[config.mk]
export PLATFORM = sky130hd
export DESIGN_NAME = fcfs_queue_arbiter
export DESIGN_NICKNAME = d
export VERILOG_FILES = /design/src/rtl/fcfs_queue_arbiter.sv
export SDC_FILE = /design/constraint.sdc
export NUM_CORES = 1
export LEC_CHECK = 0
export CORE_MARGIN = 2
export CORE_UTILIZATION = 30
export DETAILED_ROUTE_END_ITERATION = 7
export GPL_TIMING_DRIVEN = 0
export SLEW_MARGIN = 15
export SYNTH_ARGS = -nofsm -noshare
export SYNTH_HDL_FRONTEND = slang
export SYNTH_SLANG_ARGS = --single-unit
[constraint.sdc]
create_clock -name clk -period 9.9 [get_ports clk]
set_clock_uncertainty 0.1 [all_clocks]
set_input_delay 0.99 -clock clk [delete_from_list [all_inputs] [get_ports clk]]
set_output_delay 0.99 -clock clk [all_outputs]
set_load 0.05 [all_outputs]
[src/rtl/fcfs_queue_arbiter.sv]
// First-come-first-served arbiter: arrival-order index queue feeding a registered one-hot grant,
// with burst-limit preemption and a mandatory idle cycle between owners.
module fcfs_queue_arbiter #(
  parameter int NREQ      = 4,
  parameter int MAX_BURST = 8,
  parameter int IDW       = $clog2(NREQ),
  parameter int CW        = $clog2(MAX_BURST) + 1
) (
  input  logic            clk,
  input  logic            resetn,
  input  logic [NREQ-1:0] req,
  output logic [NREQ-1:0] grant,
  output logic            grant_valid,
  output logic [IDW-1:0]  grant_id,
  output logic [IDW:0]    queue_count
);

  typedef enum logic {S_IDLE = 1'b0, S_GRANT = 1'b1} state_t;

  state_t          r_state, w_state_nx;
  logic [IDW-1:0]  r_q [NREQ];
  logic [IDW-1:0]  w_q_nx [NREQ];
  logic [NREQ-1:0] r_pending, w_pending_nx;
  logic [IDW:0]    r_count, w_count_nx, w_tail;
  logic [NREQ-1:0] r_grant, w_grant_nx;
  logic            r_valid, w_valid_nx;
  logic [IDW-1:0]  r_id, w_id_nx;
  logic [CW-1:0]   r_burst, w_burst_nx;
  logic [NREQ-1:0] w_enq;
  logic            w_pop, w_preempt;
  logic [IDW-1:0]  w_head;

  assign w_head = r_q[0];

  // A requester is a new arrival only if it is neither queued nor the current owner.
  always_comb begin
    w_enq = '0;
    for (int i = 0; i < NREQ; i++) begin
      w_enq[i] = req[i] && !r_pending[i] && !(r_state == S_GRANT && r_id == IDW'(i));
    end
  end

  always_comb begin
    w_state_nx = r_state;
    w_grant_nx = r_grant;
    w_valid_nx = r_valid;
    w_id_nx    = r_id;
    w_burst_nx = r_burst;
    w_pop      = 1'b0;
    w_preempt  = 1'b0;
    case (r_state)
      S_IDLE: begin
        if (r_count != '0) begin
          w_pop = 1'b1;
          // A head that withdrew while queued is simply dropped; that costs this cycle.
          if (req[w_head]) begin
            w_state_nx = S_GRANT;
            w_grant_nx = NREQ'(1) << w_head;
            w_valid_nx = 1'b1;
            w_id_nx    = w_head;
            w_burst_nx = CW'(1);
          end
        end
      end
      S_GRANT: begin
        if (!req[r_id] || (r_burst == CW'(MAX_BURST) && r_count != '0)) begin
          w_preempt  = req[r_id];
          w_state_nx = S_IDLE;
          w_grant_nx = '0;
          w_valid_nx = 1'b0;
          w_id_nx    = '0;
          w_burst_nx = '0;
        end else if (r_burst != CW'(MAX_BURST)) begin
          w_burst_nx = r_burst + CW'(1);
        end
      end
      default: w_state_nx = S_IDLE;
    endcase
  end

  // Queue update order: pop head, append arrivals by ascending index, then the preempted owner.
  always_comb begin
    w_q_nx       = r_q;
    w_pending_nx = r_pending;
    w_tail       = r_count;
    if (w_pop) begin
      for (int k = 0; k < NREQ - 1; k++) begin
        w_q_nx[k] = r_q[k+1];
      end
      w_q_nx[NREQ-1]       = '0;
      w_pending_nx[w_head] = 1'b0;
      w_tail               = r_count - (IDW+1)'(1);
    end
    for (int i = 0; i < NREQ; i++) begin
      if (w_enq[i]) begin
        w_q_nx[w_tail[IDW-1:0]] = IDW'(i);
        w_pending_nx[i]         = 1'b1;
        w_tail                  = w_tail + (IDW+1)'(1);
      end
    end
    if (w_preempt) begin
      w_q_nx[w_tail[IDW-1:0]] = r_id;
      w_pending_nx[r_id]      = 1'b1;
      w_tail                  = w_tail + (IDW+1)'(1);
    end
    w_count_nx = w_tail;
  end

  always_ff @(posedge clk) begin
    if (!resetn) begin
      r_state   <= S_IDLE;
      r_pending <= '0;
      r_count   <= '0;
      r_grant   <= '0;
      r_valid   <= 1'b0;
      r_id      <= '0;
      r_burst   <= '0;
      for (int k = 0; k < NREQ; k++) begin
        r_q[k] <= '0;
      end
    end else begin
      r_state   <= w_state_nx;
      r_pending <= w_pending_nx;
      r_count   <= w_count_nx;
      r_grant   <= w_grant_nx;
      r_valid   <= w_valid_nx;
      r_id      <= w_id_nx;
      r_burst   <= w_burst_nx;
      for (int k = 0; k < NREQ; k++) begin
        r_q[k] <= w_q_nx[k];
      end
    end
  end

  assign grant       = r_grant;
  assign grant_valid = r_valid;
  assign grant_id    = r_id;
  assign queue_count = r_count;

endmodule

Yosys cells after proc, flatten, opt, wreduce, memory -nomap -nowiden
Index checks and enable logic that the tools add are counted.
{ "op_classes": {"bitwise_logic": 18, "eq_ne": 9, "n_addsub": 7, "muxes": 62, "n_reduce_logical": 34, "order_cmp": 14, "n_shift": 1} }
{ "op_table": {"columns": ["op", "n"], "rows": [
  ["$mux W8", 6],
  ["$mux W4", 9],
  ["$demux W2 S2", 5],
  ["$logic_and A1 B1 Y1", 20],
  ["$mux W1", 18],
  ["$mux W3", 6],
  ["$mux W2", 8],
  ["$pmux W4 S2", 2],
  ["$add A3 B1 Y3 const B", 5],
  ["$ge A3 B3 Y1 const B", 5],
  ["$lt A3 B1 Y1 const B", 5],
  ["$not A2 Y3", 5],
  ["$and A4 B4 Y4", 3],
  ["$not A4 Y4", 3],
  ["$or A4 B4 Y4", 3],
  ["$logic_not A1 Y1", 9],
  ["$and A8 B8 Y8", 1],
  ["$bwmux W8", 1],
  ["$not A8 Y8", 1],
  ["$or A8 B8 Y8", 1],
  ["$lt A2 B3 Y1 const B", 2],
  ["$reduce_and A3 Y1", 2],
  ["$add A4 B1 Y4 const B", 1],
  ["$bmux W1 S2", 2],
  ["17 further kinds", 22]
]} }
{ "totals": {"out_inout_bits": 10, "reg_bits": 27, "elab_cells": 156} }

Longest topological paths before layout
Gate-level depths: netlist of the first run.
{ "logic_depth": {"ltp_word": 20, "depth_mapped": 21, "depth_no_buf": 20} }

Worst setup path after synthesis of the first run
Ideal clock, no wire load.
{ "synth_path": {"path_type": "reg2reg", "start": "register r_count[0], in the netlist queue_count[0]", "end": "register r_q[1] (netlist name)", "slack_ps": 5094, "synth_period_minus_slack_ps": 4806, "path_stages_with_launch": 22, "t_arrival_ps": 4590, "required_ps": 9684, "path_cell_list": "dfxtp_1 > inv_1 > ha_1 > nor2b_1 > nor2_1 > clkbuf_1 > xnor2_1 > ha_1 > nand3b_1 > o32ai_2 > ha_1 > inv_1 > a21boi_0 > ha_1 > nand2_1 > nand2_1 > ha_1 > nor2b_1 > a21o_1 > buf_2 > or2_2 > o211a_1"} }
{ "synth_via": {"elab_chain_len": 20, "word_cells_on_any_way": 60, "classes_between": "add/sub: 5; order compare: 10; mux: 26; bitwise: 11; reduce/logical: 8"} }
{ "synth_lines": {"columns": ["element", "line_no", "rtl"], "rows": [
  ["start, declared", "24", "logic [IDW:0] r_count, w_count_nx, w_tail;"],
  ["start signal, assigned", "124", "r_count <= w_count_nx;"],
  ["branches (longest 19 deep; another with $sub A3 B1 Y3)", null, null],
  ["$mux W8 *", "101", "if (w_preempt) begin"],
  ["end signal, assigned by index", "130", "r_q[k] <= w_q_nx[k];"],
  ["end, declared", "21", "logic [IDW-1:0] r_q [NREQ];"]
]} }
Mark *: on every way between the ends.
A chain may end at the register's enable or synchronous reset.

Final worst setup path of the first run
Same ends and word-level chain as after synthesis.

==> summary.md, run 1 <==
| Metric | Value |
|---|---|
| Synthesized instance count | `234` |
| GR Overflow Total | `0` |
| Critical Path AT | `4.99 ns` |
| Rows | `30` |
| Worst setup SP type | `register` |
| Final Hold Viols | `0` |
| Vias/cell | `5.20` |
| Core area | `6720 um^2` |
| Peak supply drop | `0.0924 mV` |
| Max-Cap Viols | `0` |
| Final Util | `34.9%` |
| CTS clk-pin slew, worst paths | `0.10 ns` |
| Post-synth top area cell | `dfxtp_1` |
| Routed length per instance | `14.4 um` |
| First-pass GRT wire length | `8010 um` |
| Worst-Margin Slew | `0.614 ns` |
| Final Max Tran Viols | `0` |
| # port buffers | `15` |
| Status | `finished clean` |
| CTS tree | `yes` |
| Die ar. | `7510 um^2` |
| Nets | `280` |
| Die Wd | `86.7 um` |
| Clock sink total | `27` |
| Slew headroom | `59.1%` |
| Yosys top cell area share | `26.4%` |
| Layout cells sized above 1 | `11.5%` |
| Longest Clk Path Bufs | `2` |
| Area grow syn2layout | `14.4%` |
| Die Y | `86.7 um` |
| CP max FO | `10` |
| Detailed placement HPWL | `3650 um` |
| Synth Area per Inst | `8.76 um^2` |
| Postcts setup bufs | `0` |
| Routability cong. | `0.915` |
| Synth warn | `0` |
| Vias | `1731` |
| Post-layout min period | `4.91 ns` |
| Hold crit path type | `register to register` |
| Critical path class | `register to register` |
| CTS root buf | `clkbuf_8` |
| Starting density of the core | `30.5%` |
| Synthesized cell area | `2050 um^2` |
| Inserted Diodes | `0` |
| DRC | `0` |
| #FFs+latches synth | `27` |
| Total CTS buffers | `3` |
| CP required | `9.98 ns` |
| Power density over cell area | `373 nW/um^2` |
| Count of different cell masters after synthesis | `53` |
| Seq/Total Area, Yosys | `26.4%` |
| Period utilization | `49.6%` |
| FMAX | `0.204 GHz` |
| DRT iter0 DRCs | `135` |
| Htree depth | `1` |
| # hold bufs at CTS | `0` |
| Antenna violation net count after detailed routing | `0` |
| EDFF count, synth | `0` |
| Final setup fails | `0` |
| Largest net degree at the start of global routing | `15` |
| Vias in the first global route | `1616` |
| Main synth FF type | `dfxtp_1` |
| Clk_lat worst skew | `0.28 ns` |
| TNS Setup | `0 ns` |
| Overall Global Routing Usage | `13.2%` |
| Most frequent cells in the layout | `nand2_1 (27), dfxtp_1 (27), a21oi_1 (22), ha_1 (20), inv_1 (19)` |
| Worst Setup End Kind | `register` |
| Antenna violations before repair | `0` |
| Power Total | `876 uW` |
| Routed WL | `4790 um` |
| Leakage | `0.968 nW` |
| Synth async-reset ratio | `0%` |
| Syn nets | `260` |
| RSZ-0062 raised after global routing | `no` |
| Total I/O pin count | `16` |
| Largest cells by area after synthesis | `dfxtp_1 (26%), ha_1 (12%), a21oi_1 (5.4%), nand2_1 (4.9%), inv_1 (3.5%)` |
| Drt first pass iters | `4` |
| # resized after CTS | `0` |
==> stage by stage <==
step,setup WS [ns],cells,cell area (um^2),hold WS (ns)
5_1_grt,4.54,333,2350,0.390
2_1_floorplan,5.09,234,2050,0.377
6_report,4.99,333,2350,0.367
3_3_place_gp,4.92,329,2300,0.349
4_1_cts,4.94,333,2350,0.368
3_5_place_dp,4.91,329,2300,0.352
==> area by class of cell <==
cell class / count / area [um^2]
Multi-Input combinational cell: 174 / 1360
Clock buffer: 4 / 45.0
Inverter: 19 / 71.3
Sequential cell: 27 / 541
Buffer: 14 / 76.3
Tap cell: 80 / 100
Fill cell: 694 / 4370
Timing Repair Buffer: 15 / 150
==> registers in the layout, indices dropped and copies added, names as in the netlist <==
name         cells
r_state          1
queue_count      3
grant            4
r_burst          4
r_pending        4
r_q              6
grant_valid      1
grant_id         2
w_head           2
==> worst paths after layout <==
check	startpoint	end	slack, ns	depth (start not counted)
setup / recovery	queue_count[0]	r_q[1]	4.99	21
setup reg to reg	queue_count[0]	r_q[1]	4.99	21
hold / removal	grant_valid	grant_valid	0.37	2
hold reg to reg	grant_valid	grant_valid	0.37	2
==> power breakdown <==
group          total (mW)  internal [mW]  switching [mW]
sequential          0.154          0.135          0.0192
clock              0.0645         0.0289          0.0356
combinational       0.658          0.271           0.387
==> worst max-delay path, cell delays in order, from the launching register on <==
cell and delay, ns:
dfxtp_1 0.37, inv_1 0.10, ha_1 0.23, nor2b_1 0.16, nor2_1 0.30, clkbuf_1 0.46
xnor2_1 0.20, ha_1 0.31, nand3b_1 0.08, o32ai_2 0.28, inv_1 0.15, nand2_1 0.09
a21boi_0 0.31, ha_1 0.31, nand2_1 0.06, nand2_1 0.09, ha_1 0.29, nor2b_1 0.05
a21o_1 0.14, buf_2 0.18, or2_2 0.34, o211a_1 0.21
==> synthesized netlist by cell type, types with 2 or more instances <==
cell type and instances:
o31ai_1 4, xnor3_2 2, nor2b_1 3, and3_1 4, nor2_1 14, nor3b_4 2
buf_6 2, a22oi_1 3, and2_1 2, a21oi_1 22, o311a_1 2, a22o_1 3
a32o_1 2, nand3_1 7, or2_2 2, nand4_1 2, a311oi_1 2, a221oi_1 7
dfxtp_1 27, nand2_1 27, xnor2_1 6, a21boi_0 2, inv_1 19, xor2_1 2
buf_2 4, ha_1 20, mux2i_1 2, mux2_2 3, clkbuf_1 6, nand3b_1 2
a311oi_2 2, o21ai_0 6
==> cells by family (layout without fill, tap and decap cells) <==
logic type                 count (synthesis)  after routing  synth area share [%]
and+or+nand+nor                           70             70                  17.8
AOI/OAI and AO/OA                         65             65                  23.2
buffers and inverters                     33             52                  7.20
DFF                                       27             27                  26.4
adders and majority gates                 20             20                  12.2
xor gates and xnor gates                  12             12                  8.18
muxes                                      7              7                  5.00
==> routing by layer <==
metal | track usage [%] | up-vias | share of wire (%)
li1 | - | 878 | -
met1 | 18.9 | 816 | 51
met2 | 21.0 | 33 | 45
met3 | 2.48 | 4 | 3.5
met4 | 2.13 | 0 | 0.92
met5 | 0 | - | 0
Power figures use the tool's default switching activity.
==> run 2, diff against run 1 <==
==> constraint.sdc (replaced) <==
create_clock -name clk -period 4.55 [get_ports clk]
set_clock_uncertainty 0.1 [all_clocks]
set_input_delay 0.455 -clock clk [delete_from_list [all_inputs] [get_ports clk]]
set_output_delay 0.455 -clock clk [all_outputs]
set_load 0.05 [all_outputs]
==> run 2 against run 1 <==
  * Routed wire length increased by 3.8%
  * Clock power up 120%
  * Critical endpoint unchanged
  * Clock-buffer cell count is 1 lower
  * Die area unchanged
  * First-iteration DRC count decreased by 20%
  * Cell count is 0.90% higher
  * Critical path type unchanged
  * Combinational power increased by 130%
  * Hold slack better by 0.0022 ns
  * Core utilization increased by 0.91 points
  * Via count grew 1.7%
==> summary.md, run 2 (synthesized netlist as in run 1, its figures left out) <==
| Metric | Value |
|---|---|
| Inserted Diodes | `0` |
| First-pass GRT wire length | `7960 um` |
| Period utilization | `94.0%` |
| CTS tree | `yes` |
| Slew headroom | `60.8%` |
| DP Worst Slack | `-0.202 ns` |
| Power density over cell area | `828 nW/um^2` |
| Worst-Margin Slew | `0.589 ns` |
| Most common cell after layout, fill and taps aside | `nand2_1` |
| Vias/cell | `5.24` |
| R2R Path Start | `queue_count[0]` |
| Status | `finished clean` |
| Core area | `6720 um^2` |
| WHS Path Cells | `2` |
| Worst setup SP type | `register` |
| Leakage | `1.00 nW` |
| Drt first pass iters | `5` |
| Hold_sp | `grant_valid` |
| Detailed placement HPWL | `3780 um` |
| Layout cells sized above 1 | `15.6%` |
| # hold bufs at CTS | `0` |
| Overall Global Routing Usage | `13.3%` |
| Power Total | `1.99 mW` |
| Longest Clk Path Bufs | `2` |
| Worst R2R Path Depth | `21` |
| TNS Setup | `0 ns` |
| Vias | `1761` |
| Post-layout min period | `4.28 ns` |
| Total CTS buffers | `3` |
| Final Max Tran Viols | `0` |
| Critical Path AT | `4.36 ns` |
| Fin area | `2410 um^2` |
| Area grow syn2layout | `17.4%` |
| Routed WL | `4970 um` |
| Htree depth | `1` |
| DRC | `0` |
| CP required | `4.64 ns` |
| Hold Path End | `grant_valid` |
| Area occupied by multi-input gates | `1390 um^2` |
| DRT iter0 DRCs | `108` |
| Starting density of the core | `30.5%` |
| Reg with most FFs | `r_q` |
| Largest net degree at the start of global routing | `16` |
| Die Wd | `86.7 um` |
| Hold crit path type | `register to register` |
| Critical R2R Capture | `r_q[1]` |
| Peak supply drop | `0.214 mV` |
| Worst Setup End Kind | `register` |
| Final setup fails | `0` |
| CTS root buf | `clkbuf_8` |
| Die ar. | `7510 um^2` |
| Clock sink total | `27` |
| Total I/O pin count | `16` |
| Rows | `30` |
| Max FFs per register | `6` |
| Die Y | `86.7 um` |
| GR Overflow Total | `0` |
| Most frequent cells in the layout | `nand2_1 (27), dfxtp_1 (25), a21oi_1 (22), ha_1 (20), inv_1 (19)` |
| Vias in the first global route | `1637` |
| Nets | `283` |
| CP max FO | `10` |
| Antenna violations before repair | `0` |
| Clk_lat worst skew | `0.28 ns` |
| Register area | `543 um^2` |
| Routability cong. | `0.788` |
| Antenna violation net count after detailed routing | `0` |
| Fillers | `701` |
| Final Hold Viols | `0` |
| Slack of the critical path | `0.275 ns` |
| FMAX | `0.234 GHz` |
| # port buffers | `15` |
| Max-Cap Viols | `0` |
| Routed length per instance | `14.8 um` |
| R2R Setup Slk | `0.27 ns` |
| Area after DPL | `2300 um^2` |
| CTS clk-pin slew, worst paths | `0.10 ns` |
| Critical path class | `register to register` |
run 2: changes by cell type in the layout (fill, tap and decap cells not counted), sizes merged:
cell	delta
clkinv	+1
buf	+4
clkbuf	-2
run 2: how the worst max path moves through the flow:
stage	start	endpoint	slack [ns]
global route	queue_count[0]	r_q[0]	-0.004
detailed placement	queue_count[0]	r_q[0]	-0.20
CTS	queue_count[0]	r_q[1]	0.06
global placement	queue_count[0]	r_q[1]	-0.16
floorplan	queue_count[0]	r_q[1]	0.06
finish	queue_count[0]	r_q[1]	0.27
run 2: critical path, stage by stage (launching register included):
cell      delay [ns]
dfxtp_2         0.35
inv_1           0.09
ha_1            0.24
nor2b_2         0.17
nor2_2          0.22
buf_6           0.20
xnor2_2         0.09
ha_1            0.29
nand3b_1        0.12
o32ai_4         0.19
ha_1            0.30
inv_1           0.09
a21boi_2        0.07
ha_1            0.31
nand2_1         0.07
nand2_1         0.09
ha_1            0.29
nor2b_1         0.05
a21o_1          0.15
buf_2           0.18
or2_2           0.33
o211a_1         0.21
run 2: metrics by stage:
step | utilization (%) | hold slack [ns] | instances
6_report | 35.8 | 0.369 | 336
5_1_grt | 35.8 | 0.405 | 336
4_1_cts | 35.1 | 0.368 | 333
3_5_place_dp | 34.3 | 0.352 | 329
3_3_place_gp | 34.3 | 0.347 | 329
2_1_floorplan | - | 0.377 | 234
run 2: area by class of cell:
cell class	count	share of cell area, %
multi-input combinational	174	57.7
sequential	27	22.6
timing repair buffer	18	7.17
tap	80	4.16
buffer	14	3.48
inverter	19	2.96
clock buffer	3	1.72
clock inverter	1	0.208
run 2: timing repair:
action,CTS,global route
endpoints found under the setup margin,10,10
buffers inserted,0,3
pin swaps,0,2
resized for setup,3,6
run 2: power breakdown:
| part | internal [mW] | leakage (nW) | switching [mW] |
|---|---|---|---|
| clock | 0.0616 | 0.0255 | 0.0808 |
| sequential | 0.295 | 0.222 | 0.0414 |
| combinational | 0.646 | 0.753 | 0.870 |
run 2: layer usage:
metal	vias up	GRT usage, %	wire length (um)
met4	0	2.13	50
met1	834	18.3	2330
met2	44	22.7	2400
met5	-	0	0
li1	877	-	-
met3	6	1.71	186
==> run 3, diff against run 2 <==
--- a/config.mk
+++ b/config.mk
@@ -7,8 +7,8 @@
 export LEC_CHECK = 0
 export CORE_MARGIN = 2
 export CORE_UTILIZATION = 30
+export CTS_BUF_LIST = sky130_fd_sc_hd__clkbuf_4
 export DETAILED_ROUTE_END_ITERATION = 7
-export GPL_TIMING_DRIVEN = 0
 export SLEW_MARGIN = 15
 export SYNTH_ARGS = -nofsm -noshare
 export SYNTH_HDL_FRONTEND = slang
==> run 3 against run 2 <==
  * Design area is 3.6% lower
  * Fmax rose by 3.3%
  * Global-route usage hardly changed
  * Die area unchanged
  * Critical path depth shrank 2
  * Non-clock buffer count is 9 lower
  * Combinational power down 5%
  * Clock power fell by 17%
  * Critical path type unchanged
==> summary.md, run 3 (synthesized netlist as in run 1, its figures left out) <==
| Metric | Value |
|---|---|
| Drt first pass iters | `4` |
| Worst-Margin Slew | `0.495 ns` |
| Inserted Diodes | `0` |
| Most common cell after layout, fill and taps aside | `nand2_1` |
| Total I/O pin count | `16` |
| Htree depth | `1` |
| GR Overflow Total | `0` |
| Max-Cap Viols | `0` |
| Nets | `274` |
| Vias in the first global route | `1688` |
| GR peak layer | `met2` |
| Longest Clk Path Bufs | `2` |
| GR Layer Usage met2 | `20.8%` |
| Worst path slowest cell | `dfxtp_2` |
| WHS Path Cells | `2` |
| Critical-path cell list | `inv_1, ha_1, nor2b_1, nor2_1, xnor2_1, ha_1, nand3b_1, o32ai_2, ha_1, inv_1, a21boi_1, ha_1, nand2_1, nand2_1, ha_1, nor2b_1, a21o_1, or2_2, a311oi_2` |
| CP peak stage delay | `0.36 ns` |
| Final Max Tran Viols | `0` |
| Final setup fails | `0` |
| Routing usage on met1 | `19.5%` |
| Hold Path End | `grant_valid` |
| Overall Global Routing Usage | `13.3%` |
| Clk_lat worst skew | `0.35 ns` |
| Critical R2R Capture | `r_q[0]` |
| CP required | `4.72 ns` |
| Hold_sp | `grant_valid` |
| CTS tree | `yes` |
| Met3 usage | `0.857%` |
| Starting density of the core | `30.5%` |
| Most frequent cells in the layout | `nand2_1 (27), dfxtp_1 (25), a21oi_1 (21), ha_1 (20), inv_1 (19)` |
| Die Y | `86.7 um` |
| FMAX | `0.242 GHz` |
| Layout cells sized above 1 | `13.8%` |
| # resized after CTS | `0` |
| Detailed placement HPWL | `3640 um` |
| R2R Setup Slk | `0.41 ns` |
| RSZ-0062 raised after global routing | `no` |
| Routed length per instance | `15.0 um` |
| Register area | `543 um^2` |
| TNS Setup | `0 ns` |
| Power density over cell area | `820 nW/um^2` |
| Largest net degree at the start of global routing | `17` |
| Fillers | `663` |
| Postcts setup bufs | `0` |
| Vias/cell | `5.32` |
| Final Util | `34.5%` |
| Routability cong. | `0.815` |
| Antenna violations before repair | `0` |
| Crit path from | `queue_count[0]` |
| Area grow syn2layout | `13.2%` |
| Rows | `30` |
| Clock sink total | `27` |
| Post-layout min period | `4.14 ns` |
| # hold bufs at CTS | `0` |
| Vias | `1741` |
| Core area | `6720 um^2` |
| # port buffers | `15` |
| CP dominant cell by count | `ha_1` |
| Peak supply drop | `0.246 mV` |
| R2R Path Start | `queue_count[0]` |
| Antenna violation net count after detailed routing | `0` |
| Status | `finished clean` |
| Die Wd | `86.7 um` |
| CP max FO | `9` |
| DRT iter0 DRCs | `135` |
| Critical path class | `register to register` |
| Slew headroom | `66.9%` |
| Max FFs per register | `6` |
| Routed WL | `4900 um` |
| Area occupied by multi-input gates | `1370 um^2` |
| Critical Path AT | `4.30 ns` |
| Worst Setup End Kind | `register` |
| Total CTS buffers | `3` |
| Worst setup SP type | `register` |
| CTS clk-pin slew, worst paths | `0.18 ns` |
| Leakage | `0.958 nW` |
| CTS root buf | `clkbuf_4` |
| Die ar. | `7510 um^2` |
| Final Hold Viols | `0` |
| Period utilization | `90.9%` |
| Hold crit path type | `register to register` |
| DRC | `0` |
| Worst R2R Path Depth | `19` |
| First-pass GRT wire length | `8110 um` |
| Reg with most FFs | `r_q` |
==> run 3: changes by cell type in the layout (fill, tap and decap cells not counted), moves of 3 or more <==
cell,before,now
buf_2,4,0
buf_4,4,8
buf_6,3,0
clkbuf_1,5,0
clkbuf_4,0,3
clkbuf_8,3,0
==> run 3: final cells by class <==
| class | count | share of cell area, % |
|---|---|---|
| Clock buffer | 3 | 0.970 |
| Clock inverter | 1 | 0.323 |
| Multi-Input combinational cell | 174 | 58.9 |
| Timing Repair Buffer | 23 | 9.06 |
| Sequential cell | 27 | 23.4 |
| Inverter | 19 | 3.07 |
| Tap cell | 80 | 4.31 |
==> run 3: layer usage <==
layer	wire length, um	vias up
met3	140	11
li1	-	866
met1	2410	826
met2	2240	38
met5	0	-
met4	104	0
==> run 3: report_power, final <==
part / internal [mW] / switching (mW) / total, mW
Combinational: 0.597 / 0.845 / 1.44
Clock: 0.0337 / 0.0839 / 0.118
Sequential: 0.295 / 0.0490 / 0.344
==> run 3: how the worst max path moves through the flow <==
stage             end  slack [ns]  depth (start not counted)
2_1_floorplan  r_q[1]        0.06                         21
3_3_place_gp   r_q[1]        0.43                         19
3_5_place_dp   r_q[1]        0.36                         19
4_1_cts        r_q[0]        0.32                         19
5_1_grt        r_q[0]        0.05                         19
6_report       r_q[0]        0.41                         19
==> run 3: worst max-delay path: cells and delay by family, from the launching register on <==
| family | cells | cell delay [ns] |
|---|---|---|
| DFF | 1 | 0.36 |
| and+or+nand+nor | 7 | 0.98 |
| adders and majority gates | 5 | 1.37 |
| AOI/OAI and AO/OA | 4 | 0.84 |
| xor gates and xnor gates | 1 | 0.27 |
| buffers and inverters | 2 | 0.16 |
==> run 3: metrics by stage <==
stage / setup slack, ns / instances / power [mW] / area [um^2] / hold WS [ns]
2_1_floorplan: 0.0637 / 234 / 1.46 / 2050 / 0.377
3_3_place_gp: 0.432 / 323 / 1.76 / 2290 / 0.350
3_5_place_dp: 0.362 / 323 / 1.76 / 2290 / 0.358
4_1_cts: 0.322 / 327 / 1.89 / 2320 / 0.382
5_1_grt: 0.0479 / 327 / 2.10 / 2320 / 0.416
6_report: 0.412 / 327 / 1.90 / 2320 / 0.378
